===== config.mk =====
export PLATFORM = sky130hd
export DESIGN_NAME = backtrack_sequencer
export DESIGN_NICKNAME = d
export VERILOG_FILES = /design/src/rtl/backtrack_sequencer.sv
export SDC_FILE = /design/constraint.sdc
export NUM_CORES = 1
export LEC_CHECK = 0
export CAP_MARGIN = 0
export CORE_MARGIN = 4
export CORE_UTILIZATION = 50
export CTS_CLUSTER_SIZE = 28
export DETAILED_ROUTE_END_ITERATION = 7
export GPL_TIMING_DRIVEN = 0
export PLACE_DENSITY = 0.73
export SYNTH_ARGS = -nofsm -noshare
export SYNTH_HDL_FRONTEND = slang
export SYNTH_SLANG_ARGS = --single-unit

===== constraint.sdc =====
create_clock -name clk -period 2.8 [get_ports clk]
set_clock_uncertainty 0.2 [all_clocks]
set_input_delay 0.56 -clock clk [delete_from_list [all_inputs] [get_ports clk]]
set_output_delay 0.56 -clock clk [all_outputs]
set_load 0.03 [all_outputs]

===== src/rtl/backtrack_sequencer.sv =====
// backtrack_sequencer: passes joystick frames to the servos and runs a timed
// reverse/turn/cooldown recovery manoeuvre whenever a debounced bumper is hit.
module backtrack_sequencer #(
    parameter int         TICK_DIV    = 100000,
    parameter int         DEBOUNCE_MS = 20,
    parameter int         REVERSE_MS  = 2000,
    parameter int         TURN_MS     = 1500,
    parameter int         COOLDOWN_MS = 500,
    parameter logic [7:0] REV_SPEED   = 8'd64,
    parameter logic [7:0] STEER_L     = 8'd0,
    parameter logic [7:0] STEER_R     = 8'd255
) (
    input  logic       clk,
    input  logic       rst_n,
    input  logic       x_bumper,
    input  logic       y_bumper,
    input  logic [7:0] joy_x,
    input  logic [7:0] joy_y,
    input  logic       joy_valid,
    output logic [7:0] steer_pos,
    output logic [7:0] drive_pos,
    output logic       cmd_valid,
    output logic       backtrack_active,
    output logic [1:0] state_o
);
    typedef enum logic [1:0] {MANUAL, REVERSE, TURN, COOLDOWN} state_t;

    localparam int MAX_MS = (REVERSE_MS > TURN_MS) ?
                            ((REVERSE_MS > COOLDOWN_MS) ? REVERSE_MS : COOLDOWN_MS) :
                            ((TURN_MS > COOLDOWN_MS) ? TURN_MS : COOLDOWN_MS);
    localparam int PW = $clog2(MAX_MS + 1);
    localparam int TW = $clog2(TICK_DIV + 1);
    localparam int DW = $clog2(DEBOUNCE_MS + 1);
    localparam logic [7:0]    CENTER   = 8'd128;
    localparam logic [PW-1:0] REV_END  = PW'(REVERSE_MS - 1);
    localparam logic [PW-1:0] TURN_END = PW'(TURN_MS - 1);
    localparam logic [PW-1:0] COOL_END = PW'(COOLDOWN_MS - 1);

    logic [TW-1:0]         pre;
    logic                  tick;
    logic [1:0]            s1, s2, deb;
    logic [1:0][DW-1:0]    cnt;
    logic                  deb_q, hit, done;
    state_t                state;
    logic [PW-1:0]         phase, phase_end;
    logic [7:0]            dir;

    assign tick      = pre == TW'(TICK_DIV - 1);
    assign hit       = (|deb) & ~deb_q;
    assign phase_end = state == REVERSE ? REV_END : state == TURN ? TURN_END : COOL_END;
    assign done      = tick && phase == phase_end;
    assign state_o   = state;

    // bit 0 carries x_bumper, bit 1 carries y_bumper through sync and debounce
    always_ff @(posedge clk or negedge rst_n) begin
        if (!rst_n) begin
            pre   <= '0;
            s1    <= '0;
            s2    <= '0;
            deb   <= '0;
            cnt   <= '0;
            deb_q <= 1'b0;
        end else begin
            pre   <= tick ? '0 : pre + 1'b1;
            s1    <= {y_bumper, x_bumper};
            s2    <= s1;
            deb_q <= |deb;
            for (int i = 0; i < 2; i++) begin
                if (s2[i] == deb[i])
                    cnt[i] <= '0;
                else if (tick) begin
                    cnt[i] <= cnt[i] == DW'(DEBOUNCE_MS - 1) ? '0 : cnt[i] + 1'b1;
                    if (cnt[i] == DW'(DEBOUNCE_MS - 1))
                        deb[i] <= ~deb[i];
                end
            end
        end
    end

    always_ff @(posedge clk or negedge rst_n) begin
        if (!rst_n) begin
            state            <= MANUAL;
            phase            <= '0;
            dir              <= STEER_L;
            steer_pos        <= CENTER;
            drive_pos        <= CENTER;
            cmd_valid        <= 1'b0;
            backtrack_active <= 1'b0;
        end else begin
            cmd_valid <= 1'b0;
            if (hit && state != COOLDOWN) begin
                // re-hit in REVERSE restarts timing but leaves outputs unchanged
                state            <= REVERSE;
                phase            <= '0;
                dir              <= (deb[1] && !deb[0]) ? STEER_R : STEER_L;
                steer_pos        <= CENTER;
                drive_pos        <= REV_SPEED;
                cmd_valid        <= state != REVERSE;
                backtrack_active <= 1'b1;
            end else if (state == MANUAL) begin
                if (joy_valid) begin
                    steer_pos <= joy_x;
                    drive_pos <= joy_y;
                    cmd_valid <= 1'b1;
                end
            end else if (done) begin
                phase            <= '0;
                state            <= state == REVERSE ? TURN : state == TURN ? COOLDOWN : MANUAL;
                steer_pos        <= state == REVERSE ? dir : CENTER;
                drive_pos        <= state == REVERSE ? REV_SPEED : CENTER;
                cmd_valid        <= state != COOLDOWN;
                backtrack_active <= state != COOLDOWN;
            end else if (tick) begin
                phase <= phase + 1'b1;
            end
        end
    end
endmodule


# Word-level counts from Yosys, hierarchy flattened
# Index checks and enable logic that the tools add are counted.
word_totals:
  register_bits: 73
  input_bits: 21
  out_inout_bits: 20
op_classes:
  add_sub_neg: 4
  n_eq_ne: 12
  n_mux: 36
  bitwise: 6
  reduce_logical: 16
ops:
  columns: ["cell", "n"]
  rows:
  - ["$mux W8", 11]
  - ["$mux W11", 6]
  - ["$mux W5", 6]
  - ["$add A17 B1 Y17 const B", 1]
  - ["$eq A17 B17 Y1 const B", 1]
  - ["$mux W17", 1]
  - ["$add A11 B1 Y11 const B", 1]
  - ["$eq A11 B11 Y1", 1]
  - ["$add A5 B1 Y5 const B", 2]
  - ["$eq A5 B5 Y1 const B", 2]
  - ["$mux W2", 5]
  - ["$mux W1", 7]
  - ["$reduce_and A2 Y1", 3]
  - ["$reduce_and A3 Y1", 2]
  - ["$reduce_bool A2 Y1", 3]
  - ["$reduce_bool A3 Y1", 2]
  - ["$not A1 Y1", 5]
  - ["$ne A2 B2 Y1 const B", 2]
  - ["$logic_and A1 B1 Y1", 3]
  - ["$ne A3 B3 Y1 const B", 1]
  - ["$eq A1 B1 Y1", 2]
  - ["$eq A2 B1 Y1 const B", 1]
  - ["$eq A2 B2 Y1 const B", 1]
  - ["$logic_not A2 Y1", 1]
  - ["other kinds (4)", 4]

# Logic depth before layout (Yosys ltp)
depth:
  ltp_word: 8
  ltp_mapped: 7

# Worst setup path after synthesis
# No wires, ideal clock.
synth_path:
  path_type: "reg-to-reg"
  from: "register state[0], in the netlist state_o[0]"
  to: "register steer_pos[1]"
  t_arrival_ns: 2.232
  required_time_ns: 2.506
  slack_ns: 0.274
  stages_incl_launch_ff: 8
  path_buffers: 1
  path_cell_list: "dfrtp_1 > inv_1 > ha_1 > nor4b_1 > o221ai_1 > o31a_1 > buf_2 > a211oi_1"
synth_via:
  elab_chain_cells: 7
synth_lines:
  columns: ["element", "line_no", "source"]
  rows:
  - ["start: declaration", "44", "state_t state;"]
  - ["start signal: assignment", "108", "state <= state == REVERSE ? TURN : state == TURN ? COOLDOWN : MANUAL;"]
  - ["$eq A2 B2 Y1", "50", "assign phase_end = state == REVERSE ? REV_END : state == TURN ? TURN_END : COOL_END;"]
  - ["$mux W11 (2 in a row)", "50", null]
  - ["$eq A11 B11 Y1", "51", "assign done = tick && phase == phase_end;"]
  - ["$logic_and A1 B1 Y1", "51", null]
  - ["$reduce_bool A3 Y1 (no line)", null, null]
  - ["$reduce_and A2 Y1 (no line)", null, null]
  - ["end signal: assignment", "102", "steer_pos <= joy_x;"]
  - ["end signal: assignment", "109", "steer_pos <= state == REVERSE ? dir : CENTER;"]
  - ["end: declaration", "20", "output logic [7:0] steer_pos,"]
# Parallel ways exist; a longest one is shown, timed or not. The select of a mux whose other input is x is not followed.
# A chain may end at the register's enable or synchronous reset.

# Final worst setup path
layout_path:
  from: "register pre[0]"
  to: "register state[1], in the netlist state_o[1]"
layout_via:
  elab_chain_cells: 4
layout_lines:
  columns: ["element", "line_no", "source"]
  rows:
  - ["start: declaration", "39", "logic [TW-1:0] pre;"]
  - ["start signal: assignment", "64", "pre <= tick ? '0 : pre + 1'b1;"]
  - ["$eq A17 B17 Y1", "48", "assign tick = pre == TW'(TICK_DIV - 1);"]
  - ["$logic_and A1 B1 Y1", "51", null]
  - ["$reduce_bool A2 Y1 (no line)", null, null]
  - ["$reduce_and A2 Y1 (no line)", null, null]
# Every way passes these cells.

==> impl_metrics.csv <==
group,metric,value,unit
outcome,run_status,"finished, final reports clean",
global_routing,antenna_found_initial,0,
worst_setup_path,cp.required,2.87,ns
sta,finalCritPeriodShare,93.2,%
worst_setup_path,rrSetupSlack,0.19,ns
worst_setup_path,critPathSlowestCell,"clkbuf_1",
floorplanning,die_w,90.0,um
global_routing,grt_usage,19.0,%
final_layout,final_common_cell,"dfrtp_1",
sta,drv_slew,0,
cts,postCtsSetupRepairBufs,0,
final_layout,fill_cells,513,
worst_setup_path,reg2reg_depth,7,
detailed_routing,drt-initial-drc-count,229,
placement,place_congestion,0.883,
detailed_routing,routed_wl,7460,um
sta,worst_slew_pin_slew,0.817,ns
sta,max_freq,0.383,GHz
cts,cts_tree,"built",
placement,hpwl,5160,um
worst_setup_path,path_buf_inv,2,
cts,cts_hold_buf,0,
sta,finalWorstSetupSlack,0.192,ns
final_layout,final_util,63.7,%
final_layout,drive_above_1_share,8.55,%
global_routing,grt_overflow,0,
worst_setup_path,start_kind,"flop",
placement,placed_cell_area,3850,um^2
worst_setup_path,reg2reg_from,"pre[0]",
power_and_ir_drop,powerDensity,505,nW/um^2
detailed_routing,drc_errors,0,
final_layout,nets,410,
worst_setup_path,crit_path_cell_trace,"ha_1 -> and4_1 -> nand4_1 -> clkbuf_1 -> clkbuf_1 -> o31ai_1 -> a21oi_1",
cts,cts-buffers-inserted,9,
worst_setup_path,crit_arrival,2.67,ns
synthesis,synth_area,3360,um^2
synthesis,syn_inst,330,
synthesis,ys_warn_count,0,
floorplanning,dieArea,8100,um^2
cts,clkTransAtPathRegs,0.08,ns
placement,io_buffers,40,
floorplanning,io_pins,41,
cts,clock_latency,0.35,ns
worst_setup_path,cp_max_fo,10,
global_routing,first_global_vias,2642,
sta,setup_viol,0,
detailed_routing,via_count,2791,
worst_setup_path,cp-end-kind,"flop",
sta,fin_tns_setup,0,ns
worst_setup_path,worst_path_most_repeated_cell,"clkbuf_1",
placement,place_ws,0.164,ns
worst_setup_path,slowest_delay,0.51,ns
power_and_ir_drop,max-vdd-ir-drop,0.388,mV
synthesis,synthArstFlopShare,100,%
synthesis,ys_ff_latch,66,
worst_setup_path,critical_path_cell_count,7,
final_layout,layout_common_cells,"64 x dfrtp_1, 39 x clkdlybuf4s50_1, 29 x nand2_1",
floorplanning,initial_core_util,52.3,%
detailed_routing,vias_per_cell,6.03,
final_layout,area_growth,21.8,%
synthesis,synth_sequential_area_ratio,49.2,%
hold_path,hp-class,"in -> async",
sta,rsz0062_at_grt,"false",
cts,htree_levels,3,
cts,clockBufferDepth,2,
synthesis,synthesis.nets,359,
detailed_routing,ant_nets,0,
worst_setup_path,critPathTopFamily,"buffers and inverters",
sta,maxSlewHeadroom,45.5,%
synthesis,synth.distinct_cells,54,
synthesis,synth_flop_cell,"dfrtp_1",
run,drv_cap,0,
worst_setup_path,path_class,"reg -> reg",
sta,finalHoldViolations,0,
final_layout,design_area,4090,um^2
detailed_routing,first_pass_iters,4,
floorplanning,fp.coreArea,6420,um^2
final_layout,diodes,0,
floorplanning,rows,29,
cts,ctsResizeCount,0,
detailed_routing,wl_per_cell,16.1,um
worst_setup_path,r2r-end,"state_o[1]",
floorplanning,die_h,90.0,um
cts,cts.sinks,66,
global_routing,grt_pass1_wl,12700,um
global_routing,grt_max_degree,67,
sta,fin_crit,2.61,ns
cts,clockRootBuffer,"clkbuf_8",
synthesis,synth_edf_count,0,
sta,whs,0.0971,ns
power_and_ir_drop,leakage,1.71,nW
synthesis,syn_avg_cell_area,10.2,um^2
## state kept, by name (all words and copies together), names as in the netlist
signal	count
s2	2
phase	11
cmd_valid	1
deb	2
cnt	10
state_o	2
s1	2
backtrack_active	1
steer_pos	8
drive_pos	8
pre	17
deb_q	1
dir	1
## through the flow
step           std cells  power (mW)
2_1_floorplan        330        1.09
3_3_place_gp         447        1.18
3_5_place_dp         447        1.19
5_1_grt              463        2.15
4_1_cts              463        2.09
6_report             463        2.07
## logic make-up (layout without fill, tap and decap cells)
family                     Yosys count  in the layout  share of synthesized area, %
xor gates and xnor gates            15             15                          3.91
AOI/OAI and AO/OA                   84             84                          17.3
buffers and inverters               33             89                          3.76
adders and majority gates            8              8                          2.98
muxes                                6              6                          1.86
and+or+nand+nor                    118            118                          21.0
DFF                                 66             66                          49.2
## cells in the mapped netlist, drive strengths merged (4+ instances only)
master,count,area [um^2]
clkbuf,10,37.5
or4,6,45.0
a211oi,13,97.6
a32o,6,60.1
mux2i,4,40.0
dfrtp,64,1600
o21ai,14,70.1
nand3,15,87.6
nor4,5,61.3
ha,8,100
a31oi,6,43.8
nor2,13,48.8
o22ai,4,25.0
nor4b,4,35.0
or3,10,62.6
nand4,12,81.3
nor3,7,35.0
nand2,29,109
xor2,6,52.6
inv,19,71.3
a21oi,25,125
xnor2,9,78.8
## metal layers
layer  vias to the layer above  wire (um)  global-route usage [%]
li1                       1346          -                       -
met1                      1341       3450                    25.2
met2                        92       3420                    30.3
met3                        12        468                    3.76
met4                         0        116                    8.67
met5                         -          0                       0
## power by group
group | switching (mW) | total [mW] | internal, mW
Clock | 0.393 | 0.901 | 0.508
Combinational | 0.0949 | 0.173 | 0.0786
Sequential | 0.0119 | 0.991 | 0.979
Total | 0.499 | 2.07 | 1.57
## how the worst max path moves through the flow
stage	end	from
finish	state_o[1]	pre[0]
detailed placement	steer_pos[5]	state_o[1]
floorplan	steer_pos[1]	state_o[0]
global placement	pre[13]	rst_n
CTS	steer_pos[5]	state_o[1]
global route	steer_pos[4]	state_o[1]
## layout make-up
type	count	area [um^2]	share of cell area, %
flip-flops and latches	66	1650	40.4
multi-input cells	231	1590	38.9
repair buffers	40	398	9.72
clock buffers	9	124	3.03
clock inverters	7	101	2.48
well taps	77	96.3	2.35
inverters	20	75.1	1.83
plain buffers	13	51.3	1.25
Power figures use the tool's default switching activity.
==> patch: new RTL, same settings <==
Make the reset (`rst_n`) synchronous in 2 clocked blocks.
--- a/src/rtl/backtrack_sequencer.sv
+++ b/src/rtl/backtrack_sequencer.sv
@@ -52,7 +52,7 @@
     assign state_o   = state;
 
     // bit 0 carries x_bumper, bit 1 carries y_bumper through sync and debounce
-    always_ff @(posedge clk or negedge rst_n) begin
+    always_ff @(posedge clk) begin
         if (!rst_n) begin
             pre   <= '0;
             s1    <= '0;
@@ -77,7 +77,7 @@
         end
     end
 
-    always_ff @(posedge clk or negedge rst_n) begin
+    always_ff @(posedge clk) begin
         if (!rst_n) begin
             state            <= MANUAL;
             phase            <= '0;
Formal check against the unedited RTL: differs if rst_n is asserted again (counterexample within 4 cycles, from zero or initial values and one cycle with rst_n low); with rst_n held inactive, the same outputs for 10 cycles.
==> patch against the original RTL <==
Via count is 6.9% lower; final area shrank 8.2%; area after synthesis shrank 9.0%; routed wire length fell by 11%; sequential cell count unchanged; critical path depth is the same; worst setup slack got worse by 0.10 ns; cell count is 3.9% higher; power is 7.4% lower; clock power shrank 12%; sequential share of layout area decreased by 5.3 points.
==> patch: results (changes against the original RTL) <==
| Metric | Value |
|---|---|
| Switching share of power | `0.234 (was 0.242)` |
| Share of cells above drive strength 1 | `0.0837 (was 0.0855)` |
| First-pass GRT wire length | `11800 µm (was 12700 µm)` |
| Max rail drop VDD | `0.000308 V (was 0.000388 V)` |
| Cell with the most instances after synthesis | `dfxtp_1 (was dfrtp_1)` |
| Worst R2R Setup Slack | `0.09 ns (was 0.19 ns)` |
| Crit-path slowest cell | `or4_4 (was clkbuf_1)` |
| Met2 GRT Util | `0.327 (was 0.303)` |
| Drt first-iter violations | `78 (was 229)` |
| Largest net degree at the start of global routing | `12 (was 67)` |
| Met3 usage | `0.0713 (was 0.0376)` |
| Status | `finished, final reports clean (unchanged)` |
| Max incr delay on CP | `0.53 ns (was 0.51 ns)` |
| GPL Wtd Cong | `0.807 (was 0.883)` |
| Routed wl met2 | `3210 µm (was 3420 µm)` |
| Worst Tran Pin Value | `0.864 ns (was 0.817 ns)` |
| Register area share after synthesis | `0.432 (was 0.492)` |
| Final HPWL DP | `4820 µm (was 5160 µm)` |
| Final #Nets | `430 (was 410)` |
| Pleak | `1.36 nW (was 1.71 nW)` |
| Metal3 WL | `335 µm (was 468 µm)` |
| Comb pwr share | `0.077 (was 0.084)` |
| Synth cell count leaders | `dfxtp_1 (66), nor2_1 (34), nand2_1 (33), a21oi_1 (23), nand3_1 (20) (was dfrtp_1 (64), nand2_1 (29), a21oi_1 (25), inv_1 (19), nand3_1 (14))` |
| Worst path arrival time | `2.72 ns (was 2.67 ns)` |
| WL met1 | `3030 µm (was 3450 µm)` |
| Ys async rst share | `0 (was 1.00)` |
| Biggest regs | `pre: 17 flops, phase: 11 flops, cnt: 10 flops (unchanged)` |
| DR top layer | `met4 (unchanged)` |
| Via/cell ratio | `5.40 (was 6.03)` |
| Top cells by area, synth | `dfxtp_1 (43%), xor2_1 (4.9%), xnor2_1 (4.3%) (was dfrtp_1 (48%), a21oi_1 (3.7%), nand2_1 (3.2%))` |
| Syn nets | `378 (was 359)` |
| Worst-Skew Late Latency | `0.34 ns` |
| Total GRT Usage | `0.198 (was 0.190)` |
| Hold Crit Class | `flop to flop (was primary input to asynchronous set/reset pin)` |
patch: area by class of cell:
class	instances	area, µm²
Fill cell	522	2160
Multi-Input combinational cell	261	1630
Sequential cell	66	1320
Timing Repair Buffer	41	408
Clock buffer	11	141
Tap cell	75	93.8
Buffer	16	83.8
Clock inverter	5	53.8
Inverter	6	22.5
patch: metrics by stage:
step / util / worst slack [ns] / total power [mW] / std cells / hold slack, ns
floorplan: - / 0.288 / 1.07 / 349 / 0.212
global route: 0.635 / 0.0179 / 1.99 / 481 / 0.255
finish: 0.635 / 0.0888 / 1.91 / 481 / 0.237
detailed placement: 0.600 / 0.121 / 1.14 / 464 / 0.225
global placement: 0.600 / 0.157 / 1.14 / 464 / 0.215
CTS: 0.633 / 0.103 / 1.94 / 480 / 0.242
patch: cells by family (layout without fill, tap and decap cells):
| family | Yosys count | after routing | synth area share |
|---|---|---|---|
| flip-flops | 66 | 66 | 0.432 |
| adder cells (fa/ha/maj) | 8 | 8 | 0.0327 |
| multiplexers | 3 | 3 | 0.00982 |
| AND/OR/NAND/NOR | 165 | 165 | 0.292 |
| buffers and inverters | 22 | 79 | 0.0339 |
| AO/OA/AOI/OAI | 53 | 53 | 0.108 |
| XOR/XNOR | 32 | 32 | 0.0916 |
patch: path summary, 6_finish.rpt:
check	endpoint	cells after the start
worst min-delay path	s2[1]$_SDFF_PN0_	1
worst max register to register	drive_pos[6]$_SDFFE_PN0P_	7
worst max-delay path	drive_pos[6]$_SDFFE_PN0P_	7
worst min register to register	s2[1]$_SDFF_PN0_	1
patch: worst max-delay path, delay by kind of cell, from the launching register on:
kind / cells / cell delay [ns]
simple gates: 4 / 1.48
compound gates: 1 / 0.10
flops: 1 / 0.46
buf+inv: 2 / 0.35
